### config.mk
export PLATFORM = sky130hd
export DESIGN_NAME = ring_endpoint
export DESIGN_NICKNAME = d
export VERILOG_FILES = /design/src/rtl/ring_endpoint.sv
export SDC_FILE = /design/constraint.sdc
export NUM_CORES = 1
export LEC_CHECK = 0
export CORE_AREA = 2 2 271 273
export DETAILED_ROUTE_END_ITERATION = 12
export DIE_AREA = 0 0 273 275
export MAX_ROUTING_LAYER = met4
export PLACE_DENSITY = 0.95
export REMOVE_ABC_BUFFERS = 1
export SLEW_MARGIN = 30
export SYNTH_ARGS = -nofsm -noshare
export SYNTH_HDL_FRONTEND = slang
export SYNTH_SLANG_ARGS = --single-unit
### constraint.sdc
create_clock -name clk -period 8.85 [get_ports clk]
set_input_delay 0.885 -clock clk [delete_from_list [all_inputs] [get_ports clk]]
set_output_delay 0.885 -clock clk [all_outputs]
set_load 0.005 [all_outputs]
### src/rtl/ring_endpoint.sv
// Core-side ring node interface: TX queue with offer FSM toward the ring,
// RX queue fed by ring ejection and local loopback, drained by the core.
module ring_endpoint #(
   parameter int NODE_ID    = 0,
   parameter int ID_SIZE    = 8,
   parameter int DATA_WIDTH = 128,
   parameter int TXQ_DEPTH  = 4,
   parameter int RXQ_DEPTH  = 4,
   parameter int STARVE_LIM = 16
) (
   input  logic                            clk,
   input  logic                            rst,
   input  logic                            core_tx_valid,
   input  logic [ID_SIZE-1:0]              core_tx_dest,
   input  logic [DATA_WIDTH-1:0]           core_tx_data,
   output logic                            core_tx_ready,
   output logic [2*ID_SIZE+DATA_WIDTH-1:0] net_pkt_out,
   output logic                            net_pkt_valid,
   input  logic                            net_accept,
   input  logic                            net_rx_valid,
   input  logic [2*ID_SIZE+DATA_WIDTH-1:0] net_rx_pkt,
   output logic                            core_rx_valid,
   output logic [ID_SIZE-1:0]              core_rx_src,
   output logic [DATA_WIDTH-1:0]           core_rx_data,
   input  logic                            core_rx_ready,
   output logic [7:0]                      rx_drop_cnt,
   output logic                            tx_starved
);

   localparam int PKT_W = 2*ID_SIZE+DATA_WIDTH;
   localparam int RX_W  = ID_SIZE+DATA_WIDTH;
   localparam int TXA   = $clog2(TXQ_DEPTH);
   localparam int RXA   = $clog2(RXQ_DEPTH);
   localparam int WW    = $clog2(STARVE_LIM+1);

   localparam logic [ID_SIZE-1:0] SELF    = ID_SIZE'(NODE_ID);
   localparam logic [TXA:0]       TX_FULL = (TXA+1)'(TXQ_DEPTH);
   localparam logic [RXA:0]       RX_FULL = (RXA+1)'(RXQ_DEPTH);
   localparam logic [WW-1:0]      WLIM    = WW'(STARVE_LIM);

   typedef enum logic {IDLE, OFFER} tx_state_t;

   tx_state_t state, state_d;

   logic [PKT_W-1:0] txq [TXQ_DEPTH];
   logic [TXA-1:0]   tx_wp, tx_rp;
   logic [TXA:0]     tx_cnt, tx_cnt_d;

   logic [RX_W-1:0]  rxq [RXQ_DEPTH];
   logic [RXA-1:0]   rx_wp, rx_rp;
   logic [RXA:0]     rx_cnt, rx_cnt_d;

   logic [WW-1:0]    wait_cnt;

   logic txq_full, rxq_full, rxq_empty;
   logic is_loop, lb_ok, fire;
   logic tx_push, tx_pop, lb_push;
   logic rx_push, rx_pop, rx_drop;
   logic [RX_W-1:0] rx_din;
   logic rx_dest_unused;

   assign txq_full  = (tx_cnt == TX_FULL);
   assign rxq_full  = (rx_cnt == RX_FULL);
   assign rxq_empty = (rx_cnt == '0);

   assign rx_pop  = ~rxq_empty & core_rx_ready;
   assign tx_pop  = (state == OFFER) & net_accept;
   assign is_loop = (core_tx_dest == SELF);

   // ring ejection owns the single RX write port
   assign lb_ok = ~net_rx_valid & (~rxq_full | rx_pop);

   assign core_tx_ready = (~txq_full | tx_pop) & (~is_loop | lb_ok);

   assign fire    = core_tx_valid & core_tx_ready;
   assign tx_push = fire & ~is_loop;
   assign lb_push = fire & is_loop;

   assign rx_push = net_rx_valid ? (~rxq_full | rx_pop) : lb_push;
   assign rx_drop = net_rx_valid & rxq_full & ~rx_pop;
   assign rx_din  = net_rx_valid ?
                    {net_rx_pkt[PKT_W-1 -: ID_SIZE],
                     net_rx_pkt[DATA_WIDTH-1:0]} :
                    {SELF, core_tx_data};

   assign rx_dest_unused = ^net_rx_pkt[DATA_WIDTH +: ID_SIZE];

   assign net_pkt_valid = (state == OFFER);
   assign net_pkt_out   = txq[tx_rp];
   assign tx_starved    = (wait_cnt == WLIM);

   assign core_rx_valid = ~rxq_empty;
   assign core_rx_src   = rxq[rx_rp][RX_W-1 -: ID_SIZE];
   assign core_rx_data  = rxq[rx_rp][DATA_WIDTH-1:0];

   always_comb begin
      tx_cnt_d = tx_cnt;
      case ({tx_push, tx_pop})
         2'b10:   tx_cnt_d = tx_cnt + 1'b1;
         2'b01:   tx_cnt_d = tx_cnt - 1'b1;
         default: tx_cnt_d = tx_cnt;
      endcase
   end

   always_comb begin
      rx_cnt_d = rx_cnt;
      case ({rx_push, rx_pop})
         2'b10:   rx_cnt_d = rx_cnt + 1'b1;
         2'b01:   rx_cnt_d = rx_cnt - 1'b1;
         default: rx_cnt_d = rx_cnt;
      endcase
   end

   always_comb begin
      state_d = state;
      unique case (state)
         IDLE:  if (tx_push) state_d = OFFER;
         OFFER: if (tx_cnt_d == '0) state_d = IDLE;
         default: state_d = IDLE;
      endcase
   end

   always_ff @(posedge clk or posedge rst) begin
      if (rst) state <= IDLE;
      else     state <= state_d;
   end

   always_ff @(posedge clk or posedge rst) begin
      if (rst) begin
         tx_wp  <= '0;
         tx_rp  <= '0;
         tx_cnt <= '0;
      end else begin
         if (tx_push) tx_wp <= tx_wp + TXA'(1);
         if (tx_pop)  tx_rp <= tx_rp + TXA'(1);
         tx_cnt <= tx_cnt_d;
      end
   end

   always_ff @(posedge clk) begin
      if (tx_push) txq[tx_wp] <= {SELF, core_tx_dest, core_tx_data};
   end

   always_ff @(posedge clk or posedge rst) begin
      if (rst) begin
         rx_wp  <= '0;
         rx_rp  <= '0;
         rx_cnt <= '0;
      end else begin
         if (rx_push) rx_wp <= rx_wp + RXA'(1);
         if (rx_pop)  rx_rp <= rx_rp + RXA'(1);
         rx_cnt <= rx_cnt_d;
      end
   end

   always_ff @(posedge clk) begin
      if (rx_push) rxq[rx_wp] <= rx_din;
   end

   always_ff @(posedge clk or posedge rst) begin
      if (rst) begin
         wait_cnt    <= '0;
         rx_drop_cnt <= '0;
      end else begin
         if (state == OFFER && !net_accept) begin
            if (wait_cnt != WLIM) wait_cnt <= wait_cnt + 1'b1;
         end else begin
            wait_cnt <= '0;
         end
         if (rx_drop && rx_drop_cnt != 8'hff)
            rx_drop_cnt <= rx_drop_cnt + 8'd1;
      end
   end

endmodule

==> results.sh, run 1 <==
export IMPL_gr_usage_met2_pct=50.6
export IMPL_worstPathMaxFanout=37
export IMPL_netlist_instances=1724
export IMPL_slew_viol_final=0
export IMPL_place_congestion=0.807
export IMPL_cp_end_kind="primary output"
export IMPL_routed_via_density=6.38
export IMPL_holdPathStages=1
export IMPL_grt_start_max_net_pins=67
export IMPL_port_buffers=561
export IMPL_die_width_microns=273
export IMPL_ios=578
export IMPL_netlist_area_sq_um=42300
export IMPL_min_path_type="reg2reg"
export IMPL_drive_above_1_share_pct=25.0
export IMPL_fin_skew_ps=47.8
export IMPL_drtIter0Drc=2533
export IMPL_cellLeakagePower_nw=17.0
export IMPL_cts_hold_buf=0
export IMPL_final_cell_mix="edfxtp_1 (1088), clkdlybuf4s50_1 (560), mux4_2 (272), mux2_2 (130), clkbuf_16 (107)"
export IMPL_num_rows=99
export IMPL_maxSlewHeadroom_pct=36.9
export IMPL_powerDensity_nw_per_um2=332
export IMPL_outcome="finished clean"
export IMPL_dp_cells=3196
export IMPL_start_util_pct=58.5
export IMPL_rr_endpoint="rxq[3][4]"
export IMPL_cts_resized=0
export IMPL_rrSetupSlack_ps=5590
export IMPL_grt_pass1_vias=22460
export IMPL_synth_seq_cells=1116
export IMPL_ys_seq_area_share_pct=78.8
export IMPL_htree_num_levels=3
export IMPL_num_vias=21709
export IMPL_max_freq_mhz=205
export IMPL_antenna_found_initial=9
export IMPL_grt_pass1_wl_microns=154000
export IMPL_cts_setup_buffers=0
export IMPL_setup_tns_ps=0
export IMPL_hold_violations=0
export IMPL_fillCellCount=3770
export IMPL_worst_endpoint_arrival_ps=3990
export IMPL_nets=2651
export IMPL_layout_commonest_cell="edfxtp_1"
export IMPL_syn_avg_cell_area_sq_um=24.6
export IMPL_grt_total_usage_pct=29.4
export IMPL_critPathCapture="core_rx_data[19]"
export IMPL_rsz0062_at_grt="false"
export IMPL_use_met1_pct=34.9
export IMPL_holdWs_ps=506
export IMPL_switching_share_pct=28.9
export IMPL_insertion_delay_ps=670
export IMPL_synth_edf_count=1088
export IMPL_post_route_min_period_ps=4870
export IMPL_wirelength_microns=110000
export IMPL_worst_pin_slew_ps=946
export IMPL_ant_nets=0
export IMPL_clockPowerShare_pct=25.0
export IMPL_dieArea_sq_um=75100
export IMPL_async_reset_ff_share_pct=2.51
export IMPL_gr_total_overflow=0
export IMPL_worstRegToRegCells=5
export IMPL_root_buffer="clkbuf_16"
export IMPL_clock_sinks=1116
export IMPL_combinationalPowerShare_pct=32.4
export IMPL_grt_busiest_layer="met2"
export IMPL_clockBufferDepth=3
export IMPL_seq_power_share_pct=42.6
export IMPL_cts_buffers=105
export IMPL_hpwl_microns=62500
export IMPL_synth_main_ff_cell="edfxtp_1"
export IMPL_cts_tree="yes"
export IMPL_p_int_w=0.0124
export IMPL_synth_cell_types=37
export IMPL_ir_drop_mv=0.288
export IMPL_required_ps=7970
export IMPL_cp_startpoint="rx_rp[0]"
export IMPL_power_switching_w=0.00505
export IMPL_area_growth_pct=24.1
export IMPL_setup_viol=0
export IMPL_core_area_sq_um=72300
export IMPL_timing_rr_start="net_pkt_valid"
export IMPL_min_period_over_period_pct=55.1
export IMPL_final_util_pct=72.6
export IMPL_finalNonFillerCells=3403
export IMPL_die_h_microns=275
export IMPL_wl_per_cell_microns=32.3
export IMPL_yosys_warnings=0
export IMPL_grt_use_met3_pct=5.62
export IMPL_drtPass1Iterations=5
export IMPL_cap_violations=0
export IMPL_drc_errors=0
export IMPL_path_class="reg2out"
export IMPL_start_kind="flip-flop"
export IMPL_path_clk_slew_ps=60
export IMPL_total_power_w=0.0175
==> worst min path at each step <==
stage | start | endpoint
final | rx_drop_cnt[4] | rx_drop_cnt[4]
after global routing | rx_drop_cnt[7] | rx_drop_cnt[7]
after CTS | rx_drop_cnt[4] | rx_drop_cnt[4]
after detailed placement | rx_drop_cnt[7] | rx_drop_cnt[7]
after global placement | rx_cnt[2] | rx_cnt[2]
after floorplan | rx_cnt[2] | rx_cnt[2]
==> state kept, by name, indices dropped and copies added (netlist names), 3 cells and up <==
name         flops
rx_cnt           3
rx_drop_cnt      8
rxq            544
tx_cnt           3
txq            544
wait_cnt         5
==> kinds of logic after synthesis <==
logic type	share of synthesized area [%]
compound gates	0.198
xor+xnor	0.476
fa+ha+maj	0.479
buf+inv	1.24
flops	78.8
mux	18.0
other cells	0.00886
simple gates	0.763
==> per-layer routing <==
metal / share of wire [%] / vias up
li1: - / 8569
met1: 34 / 11466
met2: 54 / 1410
met3: 8.5 / 264
met4: 3.6 / 0
met5: 0 / -
==> per-stage QoR <==
stage	cell area [sq um]	setup WS, ps
finish	52500	3980
global route	52500	3630
floorplan	41900	2040
detailed placement	49000	4260
CTS	52300	3800
global placement	49000	4310
==> cells in the mapped netlist (all sizes together) (2+ instances only) <==
cell type | count | area (sq um)
mux2i | 2 | 20.0
a21oi | 2 | 13.8
nand3 | 6 | 30.0
nor4 | 3 | 37.5
clkbuf | 16 | 60.1
inv | 14 | 52.6
nor3 | 3 | 15.0
fa | 2 | 40.0
mux4 | 272 | 6130
nand4 | 2 | 12.5
and3 | 4 | 25.0
nor2 | 10 | 37.5
mux2 | 131 | 1480
nand2 | 9 | 33.8
and2 | 15 | 93.8
edfxtp | 1088 | 32700
xor2 | 9 | 78.8
dfrtp | 28 | 701
xnor2 | 14 | 123
ha | 13 | 163
buf | 69 | 414
==> worst max-delay path: stages, from the launching register on <==
cell and delay, ps:
dfrtp_4 840, buf_4 600, buf_4 720, mux4_2 620
clkdlybuf4s50_1 530
==> final cells by class <==
class	count	area, sq um	share of cell area [%]
antenna	12	30.0	0.0572
clock buffer	143	2910	5.55
clock inverter	46	413	0.786
inverter	14	52.6	0.100
multi-input combinational	516	8490	16.2
sequential	1116	33400	63.6
tap	959	1200	2.28
timing repair buffer	597	6040	11.5
==> power by group through the flow <==
stage	sequential, W	clock, W	combinational [W]
floorplan	0.00780	0	0.00263
global placement	0.00739	0	0.00534
detailed placement	0.00752	0	0.00550
CTS	0.00746	0.00439	0.00562
global route	0.00749	0.00459	0.00590
finish	0.00743	0.00437	0.00566
Note: power is estimated with default switching activity, not from simulation.
==> inputs of run 2 (changes only) <==
- CORE_AREA: 2 2 271 273 -> 2 2 281 283
- DIE_AREA: 0 0 273 275 -> 0 0 283 285
- PLACE_DENSITY: 0.95 -> 0.89
- clock period: 8.85 -> 4.5 ns (I/O delays scaled with it)
==> results.sh, run 2 (synthesis results as in run 1) <==
export IMPL_outcome="finished clean"
export IMPL_cellLeakagePower_nw=17.2
export IMPL_path_class="reg2out"
export IMPL_layout_commonest_cell="edfxtp_1"
export IMPL_root_buffer="clkbuf_16"
export IMPL_postPlaceCellArea_sq_um=49600
export IMPL_clockPowerShare_pct=24.9
export IMPL_maxSlewHeadroom_pct=38.8
export IMPL_place_congestion=0.834
export IMPL_final_cell_mix="edfxtp_1 (1088), clkdlybuf4s50_1 (560), mux4_2 (272), mux2_2 (130), clkbuf_16 (106)"
export IMPL_min_path_type="in2async"
export IMPL_num_vias=21061
export IMPL_wirelength_microns=104000
export IMPL_grt_pass1_wl_microns=151000
export IMPL_clock_sinks=1116
export IMPL_slew_viol_final=0
export IMPL_port_buffers=561
export IMPL_grt_pass1_vias=22621
export IMPL_combinationalPowerShare_pct=32.7
export IMPL_insertion_delay_ps=680
export IMPL_worst_path_dominant_cell_family="buffers and inverters"
export IMPL_routed_via_density=5.98
export IMPL_hold_violations=0
export IMPL_seq_area_sq_um=33400
export IMPL_grt_start_max_net_pins=69
export IMPL_antenna_found_initial=8
export IMPL_nets=2676
export IMPL_num_rows=103
export IMPL_cpMaxStageDelayCell="dfrtp_4"
export IMPL_fin_skew_ps=56.2
export IMPL_cts_tree="yes"
export IMPL_crit_path_max_incr_delay_ps=950
export IMPL_rsz0062_at_grt="false"
export IMPL_cp_end_kind="primary output"
export IMPL_gr_total_overflow=0
export IMPL_ant_nets=0
export IMPL_dieArea_sq_um=80700
export IMPL_htree_num_levels=3
export IMPL_die_h_microns=285
export IMPL_fillCellCount=4514
export IMPL_start_kind="flip-flop"
export IMPL_min_period_over_period_pct=81.3
export IMPL_die_width_microns=283
export IMPL_max_freq_mhz=273
export IMPL_crit_chain="buf_4 -> mux4_2 -> clkdlybuf4s50_1"
export IMPL_core_area_sq_um=78000
export IMPL_rrSetupSlack_ps=1650
export IMPL_cts_hold_buf=0
export IMPL_cts_setup_buffers=0
export IMPL_worstPathMaxFanout=34
export IMPL_post_route_min_period_ps=3660
export IMPL_start_util_pct=54.3
export IMPL_stdcell_area_sq_um=53000
export IMPL_area_growth_pct=25.2
export IMPL_top_regs="rxq (544), txq (544), rx_drop_cnt (8)"
export IMPL_path_clk_slew_ps=60
export IMPL_powerDensity_nw_per_um2=648
export IMPL_clockBufferDepth=3
export IMPL_drtIter0Drc=1960
export IMPL_wl_per_cell_microns=29.4
export IMPL_seq_power_share_pct=42.4
export IMPL_drtPass1Iterations=5
export IMPL_switching_share_pct=28.4
export IMPL_ios=578
export IMPL_multi_input_area_sq_um=8490
export IMPL_power_switching_w=0.00977
export IMPL_drive_above_1_share_pct=25.7
export IMPL_cts_resized=0
export IMPL_worst_endpoint_arrival_ps=3210
export IMPL_grt_total_usage_pct=26.3
export IMPL_ir_drop_mv=0.502
export IMPL_cap_violations=0
export IMPL_drc_errors=0
export IMPL_hpwl_microns=64100
export IMPL_cts_buffers=105
export IMPL_p_int_w=0.0246
export IMPL_setup_viol=0
export IMPL_worst_path_buf_inv=2
export IMPL_required_ps=4050
export IMPL_worst_pin_slew_ps=918
export IMPL_holdWs_ps=176
[run 2: cell types whose count changed in the layout (fill, tap and decap cells not counted), moves of 2 or more]
| cell | before | now |
|---|---|---|
| clkbuf_1 | 26 | 20 |
| buf_6 | 9 | 1 |
| clkbuf_8 | 10 | 0 |
| inv_6 | 2 | 4 |
| diode_2 | 12 | 8 |
| buf_12 | 2 | 26 |
| buf_4 | 21 | 35 |
| bufinv_16 | 4 | 7 |
| clkinv_1 | 15 | 26 |
| clkinv_2 | 16 | 20 |
| buf_16 | 5 | 0 |
[run 2: final timing paths]
check,start,end,cells past startpoint
max,rx_rp[0],core_rx_data[86],3
min,rst,rx_drop_cnt[0],2
max reg2reg,net_pkt_valid,net_pkt_valid,10
min reg2reg,rx_drop_cnt[4],rx_drop_cnt[4],1
max in group asynchronous,rst,rx_rp[1],2
min in group clk,core_tx_data[65],txq[3][65],1
[run 2: metrics by stage]
step	setup slack (ps)	power (W)	util, %	setup TNS (ps)	std cells
after floorplan	-1870	0.0203	-	-778220	1646
after global placement	1090	0.0255	63.6	0	3317
after detailed placement	1010	0.0259	63.6	0	3317
after CTS	716	0.0346	67.9	0	3510
after global routing	628	0.0355	68.0	0	3518
final	841	0.0343	68.0	0	3519
[run 2: cell type report]
class | instances | area share (%)
sequential | 1116 | 63.0
multi-input combinational | 516 | 16.0
timing repair buffer | 622 | 12.1
clock buffer | 126 | 5.15
tap | 1050 | 2.48
clock inverter | 67 | 1.13
inverter | 14 | 0.0992
antenna | 8 | 0.0378
[run 2: routing by layer]
layer  routed length [microns]  track usage (%)  vias to the layer above
met5                         0                -                        -
met4                      4000             10.2                        0
met3                      7680             5.21                      230
met2                     54900             44.7                     1100
met1                     37000             31.2                    11108
li1                          -                -                     8623
[run 2: worst reg2reg max path: cells and delay by family (launching register included)]
kind | cells | cell delay [ps]
compound gates | 3 | 820
fa+ha+maj | 2 | 680
buf+inv | 1 | 70
flops | 1 | 440
mux | 1 | 290
simple gates | 3 | 450
[run 2: power groups by stage]
stage               combinational (W)  sequential (W)  clock [W]
floorplan                     0.00499          0.0153          0
global placement               0.0109          0.0146          0
detailed placement             0.0111          0.0148          0
CTS                            0.0113          0.0147    0.00868
global route                   0.0117          0.0147    0.00905
finish                         0.0112          0.0146    0.00856
